--- config.mk ---
export PLATFORM = sky130hd
export DESIGN_NAME = monitor_vida
export DESIGN_NICKNAME = d
export VERILOG_FILES = /design/src/rtl/vida_pkg.sv /design/src/rtl/gerador_piscada.sv /design/src/rtl/monitor_vida.sv
export SDC_FILE = /design/constraint.sdc
export NUM_CORES = 1
export LEC_CHECK = 0
export ABC_AREA = 1
export CAP_MARGIN = 20
export CORE_MARGIN = 3
export CORE_UTILIZATION = 50
export DETAILED_ROUTE_END_ITERATION = 6
export HOLD_SLACK_MARGIN = 0.08
export PLACE_DENSITY = 0.75
export SETUP_SLACK_MARGIN = 0.4
export SYNTH_ARGS = -nofsm -noshare
export SYNTH_HDL_FRONTEND = slang
export SYNTH_HIERARCHICAL = 1
export SYNTH_SLANG_ARGS = --single-unit
--- constraint.sdc ---
create_clock -name clock -period 2 [get_ports clock]
set_input_delay 0.3 -clock clock [delete_from_list [all_inputs] [get_ports clock]]
set_output_delay 0.3 -clock clock [all_outputs]
set_load 0.02 [all_outputs]
--- src/rtl/vida_pkg.sv ---
// Shared types and helpers for the lives monitor: FSM states, error ceiling, LED thermometer.
// Latency: n/a (package); backpressure: n/a.
package vida_pkg;

  typedef enum logic [1:0] {
    JOGANDO = 2'd0,
    ALERTA  = 2'd1,
    FIM     = 2'd2
  } estado_t;

  localparam logic [1:0] MAX_ERROS = 2'd3;

  function automatic logic [2:0] thermometer(input logic [1:0] remaining);
    case (remaining)
      2'd3:    return 3'b111;
      2'd2:    return 3'b011;
      2'd1:    return 3'b001;
      default: return 3'b000;
    endcase
  endfunction

endpackage

--- src/rtl/gerador_piscada.sv ---
// Blink timer: start re-arms a 2*BLINK_COUNT half-period sequence; done pulses on its last cycle.
// Latency: aviso_blink=1 the cycle after start; backpressure: enable pauses counting.
module gerador_piscada
  import vida_pkg::*;
#(
  parameter int BLINK_CYCLES = 4,
  parameter int BLINK_COUNT  = 3
) (
  input  logic clock,
  input  logic reset,
  input  logic start,
  input  logic enable,
  output logic aviso_blink,
  output logic done
);

  localparam int CNT_W = (BLINK_CYCLES > 1) ? $clog2(BLINK_CYCLES) : 1;
  localparam int IDX_W = $clog2(2 * BLINK_COUNT + 1);
  localparam logic [CNT_W-1:0] CNT_LAST = CNT_W'(BLINK_CYCLES - 1);
  localparam logic [IDX_W-1:0] IDX_LAST = IDX_W'(2 * BLINK_COUNT - 1);

  logic [CNT_W-1:0] cnt_q, cnt_d;
  logic [IDX_W-1:0] idx_q, idx_d;
  logic             blink_q, blink_d;
  logic             active_q, active_d;
  logic             wrap;

  assign wrap        = active_q && enable && (cnt_q == CNT_LAST);
  assign done        = wrap && (idx_q == IDX_LAST);
  assign aviso_blink = blink_q;

  always_comb begin
    cnt_d    = cnt_q;
    idx_d    = idx_q;
    blink_d  = blink_q;
    active_d = active_q;
    if (start) begin
      cnt_d    = '0;
      idx_d    = '0;
      blink_d  = 1'b1;
      active_d = 1'b1;
    end else if (active_q && enable) begin
      if (wrap) begin
        cnt_d   = '0;
        blink_d = ~blink_q;
        // Final half-period ends the sequence; lamp goes dark until re-armed.
        if (done) begin
          idx_d    = '0;
          active_d = 1'b0;
          blink_d  = 1'b0;
        end else begin
          idx_d = idx_q + 1'b1;
        end
      end else begin
        cnt_d = cnt_q + 1'b1;
      end
    end
  end

  always_ff @(posedge clock) begin
    if (!reset) begin
      cnt_q    <= '0;
      idx_q    <= '0;
      blink_q  <= 1'b0;
      active_q <= 1'b0;
    end else begin
      cnt_q    <= cnt_d;
      idx_q    <= idx_d;
      blink_q  <= blink_d;
      active_q <= active_d;
    end
  end

endmodule

--- src/rtl/monitor_vida.sv ---
// Lives monitor: detects new errors, blinks a warning (play blocked), shows lives, flags game over.
// Latency: erros change at edge k reflected at edge k; backpressure: none, restart only honoured in FIM.
module monitor_vida
  import vida_pkg::*;
#(
  parameter int BLINK_CYCLES = 4,
  parameter int BLINK_COUNT  = 3
) (
  input  logic       clock,
  input  logic       reset,
  input  logic [1:0] erros,
  input  logic       restart,
  output logic [2:0] leds_vida,
  output logic       aviso,
  output logic       game_over,
  output logic       jogada_ok
);

  estado_t    state_q, state_d;
  logic [1:0] erros_ant_q;
  logic [2:0] leds_q;
  logic       game_over_q;
  logic       jogada_ok_q;
  logic       perda;
  logic       blink_start;
  logic       blink_en;
  logic       aviso_blink;
  logic       blink_done;

  // A decrease (upstream counter reset) is never a loss, only a resync.
  assign perda    = erros > erros_ant_q;
  assign blink_en = (state_q == ALERTA);

  gerador_piscada #(
    .BLINK_CYCLES (BLINK_CYCLES),
    .BLINK_COUNT  (BLINK_COUNT)
  ) u_piscada (
    .clock       (clock),
    .reset       (reset),
    .start       (blink_start),
    .enable      (blink_en),
    .aviso_blink (aviso_blink),
    .done        (blink_done)
  );

  always_comb begin
    state_d     = JOGANDO;
    blink_start = 1'b0;
    case (state_q)
      JOGANDO: begin
        if (perda) begin
          state_d     = ALERTA;
          blink_start = 1'b1;
        end
      end
      ALERTA: begin
        state_d = ALERTA;
        if (perda) begin
          blink_start = 1'b1;
        end else if (blink_done) begin
          state_d = (erros == MAX_ERROS) ? FIM : JOGANDO;
        end
      end
      FIM: begin
        state_d = restart ? JOGANDO : FIM;
      end
      default: begin
        state_d = JOGANDO;
      end
    endcase
  end

  always_ff @(posedge clock) begin
    if (!reset) begin
      state_q     <= JOGANDO;
      erros_ant_q <= 2'b00;
      leds_q      <= 3'b111;
      game_over_q <= 1'b0;
      jogada_ok_q <= 1'b1;
    end else begin
      state_q     <= state_d;
      erros_ant_q <= erros;
      leds_q      <= thermometer(MAX_ERROS - erros);
      game_over_q <= (state_d == FIM);
      jogada_ok_q <= (state_d == JOGANDO);
    end
  end

  assign leds_vida = leds_q;
  assign game_over = game_over_q;
  assign jogada_ok = jogada_ok_q;
  // Lamp is steady in FIM and follows the blink timer only while alerting.
  assign aviso     = (state_q == FIM) | ((state_q == ALERTA) & aviso_blink);

endmodule

# Word level (Yosys, flattened, before mapping)
# Cells that the tools add are included.
# word_totals
output_inout_bits,6
word_cells,58
register_bits,16
# op_classes
n_reduce_logical,13
order_cmp,1
add_sub_neg,3
bitwise,4
muxes,19
n_eq_ne,9
# ops
op,count
"2-bit equality test, second input constant",6
1-bit two-way mux,11
2-bit two-way mux,5
3-bit one-hot mux with 3 select lines,1
2-bit one-hot mux with 3 select lines,1
2-bit nonzero test,3
"2-bit by 1-bit equality test with 1-bit output, second input constant",2
2-bit zero test,2
2-bit AND reduction,2
2-bit OR reduction,2
"3-bit by 1-bit adder with 3-bit output, second input constant",1
"3-bit equality test, second input constant",1
1-bit logical AND,3
3-bit two-way mux,1
3-bit AND reduction,1
"2-bit by 1-bit adder with 2-bit output, second input constant",1
2-bit > comparator,1
1-bit inverter,2
"2-bit subtractor, first input constant",1
1-bit AND,1
1-bit bitwise OR,1

# Depth between registers and ports, before layout
# depth
ltp_word,8
ltp_mapped,12
mapped_depth_nobuf,12

# Cells and area by module
# The synthesis kept the hierarchy.
# modules_own_cells
module,instances,cells_each,area_per_inst_um2
monitor_vida,1,46,359.1
gerador_piscada,1,47,351.6

# Least setup slack after synthesis
# Ideal clock, no wire load.
# synth_timing
path_type,register to register
startpoint,register erros_ant_q[1]
endpoint,register u_piscada.idx_q[1]
path_slack_ns,0.628
n_path_buf,0
stages_incl_launch_ff,10
required_time_ns,1.925
t_arrival_ns,1.298
path_cell_list,dfxtp_1 > inv_1 > ha_1 > nand2_1 > nand2_1 > nand3_1 > inv_1 > nor2_1 > nand2_1 > o22ai_1
# synth_between
elab_chain_cells,4
# synth_lines
item,line_no,rtl
"start, declared",monitor_vida.sv:20,logic [1:0] erros_ant_q;
"start signal, assigned",monitor_vida.sv:82,erros_ant_q <= erros;
2-bit > comparator,monitor_vida.sv:31,assign perda = erros > erros_ant_q;
1-bit two-way mux,"monitor_vida.sv:51, monitor_vida.sv:58",
1-bit two-way mux,n/a,
net blink_start,monitor_vida.sv:25,logic blink_start;
2-bit OR reduction (no source line),n/a,
"end signal, assigned",gerador_piscada.sv:68,idx_q <= idx_d;
"end, declared",gerador_piscada.sv:23,"logic [IDX_W-1:0] idx_q, idx_d;"
# The timed path passes the listed nets, and every way through them passes these cells.
# A chain may end at the register's enable or synchronous reset.

# Final worst setup path
# layout_timing
startpoint,register leds_q[2] (netlist: leds_vida[2])
endpoint,output port leds_vida[2]
# layout_rtl
item,line_no,rtl
"start, declared",monitor_vida.sv:21,logic [2:0] leds_q;
"start signal, assigned",monitor_vida.sv:83,leds_q <= thermometer(MAX_ERROS - erros);
"end, declared",monitor_vida.sv:13,"output logic [2:0] leds_vida,"
# No word-level cell between the ends.

==> results <==
- The number of global-route vias before repair was 512.
- The later pin in the worst-skew pair is clocked with a latency of 0.28 ns.
- In this run the tightest slew margin relative to its limit is 85.2%.
- At the pin with the least slew margin, the transition time is 0.222 ns.
- The routed layout has 590 vias.
- The starting density of the core is 58.4%.
- In the routed design, unresolved DRC markers number 0.
- The reg-to-reg critical path endpoint is jogada_ok$_SDFF_PN1_.
- The total overflow reported by the global router is 0.
- The port buffer count is 10.
- The maximum operating frequency is 666 MHz.
- Relative to the synthesized area, the layout overhead comes to 28.2%.
- The largest family of logic cells by synthesized area is simple AND/OR/NAND/NOR gates.
- The count of cell types in the netlist is 17.
- TritonCTS built the clock tree.
- Walking the worst path, the cells encountered are clkdlybuf4s50_1.
- The area used by sequential logic in the layout is 322 sq um.
- Counting the buffers created by CTS gives 3.
- On the final layout, the worst hold slack is 0.292 ns.
- The die covers 1910 sq um.
- The ratio of routed vias to standard cells is 4.76.
- At the worst endpoint, the required time is 1.70 ns.
- STA classifies the critical path startpoint as a register.
- Cells fill 74.9% of the core in the end.
- During synthesis, Yosys emitted a total of 6 warnings.
- The region available for standard cell placement spans 1220 sq um.
- The analysis attributes to cell leakage a power of 0.450 nW.
- Buffers inserted to repair hold after CTS numbered 0.
- The routability-driven placement congestion ratio is 0.766.
- Summing internal, switching and leakage power gives 654 uW.
- Across the run, the number of max-cap violations was 0.
- Entering global routing, the biggest net connects 10 pins.
- The final count of pins violating max slew is 0.
- The final-report hold violation count is 0.
- The largest single stage delay on the critical path is 0.60 ns.
- The total power density per cell area is 718 nW/um^2.
- The top cell type by area accounts for 45.1% of the synthesized area.
- The share of total power in the clock network is 31.9%.
- In this run the core area contains 12 standard-cell rows.
- The clock skew after layout is 0.00183 ns.
- Setup repair after global routing left no endpoint under its margin.
- The first-pass iteration count of the detailed router is 4.
- The instance area at placement is 836 sq um.
- The biggest area contributor in the post-synthesis netlist is sky130_fd_sc_hd__dfxtp_1.
- The peak ir drop on the vdd network is 0.000470 V.
- The synthesized netlist devotes 23.4% of its cell area to simple gates.
- Summing the areas of all fa, ha and maj instances in the mapped netlist gives 8.80% of the synthesized area.
- The category of cells accounting for the largest share of critical-path delay is buffers and inverters.
- The detail route stage leaves a number of antenna-violating nets equal to 0.
- The xor and xnor area share after synthesis is 1.23%.
- The final layout contains routed wiring with a total length of 1250 um.
- The worst path needs 1.50 ns of the cycle, external delays included.
- The sink of the worst hold path is leds_vida[0]$_SDFF_PN1_.
- The antenna diode count is 0.
- The clock drives 16 sinks.
- The synthesized design contains 16 register bits.
- The number of filler cells placed in the layout is 102.
- After detailed routing, the average wire length per cell comes to 10.1 um.
- The startpoint of the lowest-slack hold path is erros[1].
- The number of buffers and inverters on the critical path is 1.
- Counting every net in the synthesized netlist gives 103.
- The post-layout net count is 121.
- The analysis attributes to net switching a power of 163 uW.
- The worst register-to-register path begins at state_q[1]$_SDFF_PN0_.
- The internal power summed over all cells is 490 uW.
- The largest buffer count on any clock path is 2.
- The clock transition at the registers of the reported paths is 0.09 ns.
- The worst min-delay path class is in -> reg.
- The final critical path takes up 75.1% of the cycle.
- Setup violations remaining at the end of the flow were counted as 0.
- Summing every instance area after synthesis gives 711 sq um.
- The worst hold path stage count is 2.
- The number of antenna violations at the first check in global routing is 0.
- The fraction of the yosys area taken by sequential cells is 45.1%.
- The CTS root buffer is sky130_fd_sc_hd__clkbuf_4.
- The run finished with clean final reports.
- The minimum setup slack among reg-to-reg paths is 0.56 ns.
- Among all stages on the critical path, the largest delay is contributed by sky130_fd_sc_hd__clkdlybuf4s50_1.
- The top fanout value on the critical path is 1.
- The multi-input combinational cells in the finished layout cover a total of 338 sq um.
- The critical path class is reg -> out.
- Ranked by total cell area, the synthesized netlist is headed by sky130_fd_sc_hd__dfxtp_1, sky130_fd_sc_hd__nand2_1, sky130_fd_sc_hd__inv_1.
- Counting cells, the worst reg-to-reg path comes to 12.
- The post-DP HPWL is 957 um.
- The switching part of the total power is 25.0%.
- Across every metal layer, demand over resource in global routing totals 14.6%.
- The wire length of the first global-routing pass is 2080 um.
- Counting every instance in the synthesized netlist gives 93.
- After routing the design area is 911 sq um.
- The I/O pin count is 11.
- The arrival time at the worst endpoint is 1.20 ns.
- STA classifies the critical path endpoint as an output port.
- Summing the areas of all compound-gate instances in the mapped netlist gives 10.9% of the synthesized area.
- The post-route netlist has 20.0% of its cells at a drive strength greater than 1.
- In this run, the combinational gates consume 15.3% of the power.
- The cell total after placement is 118.
- Averaged over all synthesized cells, the footprint is 7.64 sq um.
- Per report_power, the sequential group accounts for 52.8% of the total.
- The count of cells in the finished layout, fillers not included, comes to 124.
- In this run, the number of DRC markers left after iteration 0 of detailed routing was 3.
- The total number of H-tree levels is 1.
- In the synthesized netlist, mux cells make up 0% of the area.
- The most critical setup path has its startpoint at leds_vida[2]$_SDFF_PN1_.
- Measured along the y axis, the die boundary spans 43.7 um.
- In this run the horizontal extent of the chip is 43.7 um.
per-layer routing:
metal,GRT usage (%),up-vias,wire (um),share of wire (%)
met3,4.15,2,61,4.9
met5,0,-,0,0
li1,-,322,-,-
met1,20.0,255,658,53
met2,19.8,11,515,41
met4,9.04,0,14,1.1
timing repair:
item                       4_1_cts  5_1_grt
resized for setup                4       10
setup endpoints to repair        6        9
pin swaps                        0        2
setup buffers                    0        2
gates cloned                     0        0
per-stage QoR:
stage | setup slack [ns] | setup TNS [ns]
finish | 0.498 | 0
global placement | 0.0548 | 0
detailed placement | -0.0159 | -0.0159
floorplan | 0.628 | 0
CTS | 0.376 | 0
global route | 0.411 | 0
layout by cell type (no fill, tap or decap), drive strengths merged:
master / netlist / routed
ha: 5 / 5
clkbuf: 0 / 5
o21bai: 1 / 1
nor2: 8 / 8
dfxtp: 16 / 16
dlymetal6s2s: 0 / 2
nand3: 6 / 6
o22ai: 1 / 1
o21ai: 4 / 4
inv: 20 / 20
a21oi: 8 / 8
or2: 1 / 1
xor2: 1 / 1
buf: 0 / 3
nand2: 22 / 22
clkdlybuf4s50: 0 / 7
registers in the layout, summed over array words and instances (netlist names), 2 cells and up:
signal	cells
leds_vida	3
u_piscada/idx_q	3
erros_ant_q	2
state_q	2
u_piscada/cnt_q	2
power by group through the flow:
stage | combinational (mW) | sequential (mW) | clock [mW]
after global routing | 0.113 | 0.347 | 0.229
after CTS | 0.101 | 0.345 | 0.214
after detailed placement | 0.0976 | 0.352 | 0
after global placement | 0.0967 | 0.351 | 0
after floorplan | 0.0530 | 0.357 | 0
final | 0.100 | 0.345 | 0.208
how the worst max path moves through the flow:
stage / endpoint / cells after the start / slack [ns]
after global placement: u_piscada/idx_q[1]$_SDFFE_PP0P_ / 9 / 0.05
after detailed placement: u_piscada/idx_q[1]$_SDFFE_PP0P_ / 9 / -0.02
final: leds_vida[2] / 1 / 0.50
after CTS: aviso / 6 / 0.38
after global routing: jogada_ok$_SDFF_PN1_ / 12 / 0.41
after floorplan: u_piscada/idx_q[1]$_SDFFE_PP0P_ / 9 / 0.63
final cells by class:
type	count	area share (%)
clock buffers	4	3.98
inverters	20	8.24
multi-input cells	57	37.1
flip-flops and latches	16	35.3
well taps	14	1.92
repair buffers	13	13.5
cells by family (layout without fill, tap and decap cells):
logic type      count (synthesis)  count (layout)
xor+xnor                        1               1
compound gates                 14              14
fa+ha+maj                       5               5
flops                          16              16
simple gates                   37              37
buf+inv                        20              37
Yosys cell counts:
library cell	instances
sky130_fd_sc_hd__a21oi_1	7
sky130_fd_sc_hd__a21oi_2	1
sky130_fd_sc_hd__dfxtp_1	16
sky130_fd_sc_hd__ha_1	5
sky130_fd_sc_hd__inv_1	19
sky130_fd_sc_hd__inv_2	1
sky130_fd_sc_hd__nand2_1	20
sky130_fd_sc_hd__nand2_2	2
sky130_fd_sc_hd__nand3_1	6
sky130_fd_sc_hd__nor2_1	6
sky130_fd_sc_hd__nor2_2	1
sky130_fd_sc_hd__nor2_4	1
sky130_fd_sc_hd__o21ai_0	4
sky130_fd_sc_hd__o21bai_1	1
sky130_fd_sc_hd__o22ai_1	1
sky130_fd_sc_hd__or2_4	1
sky130_fd_sc_hd__xor2_1	1
(Power assumes the default switching activity.)
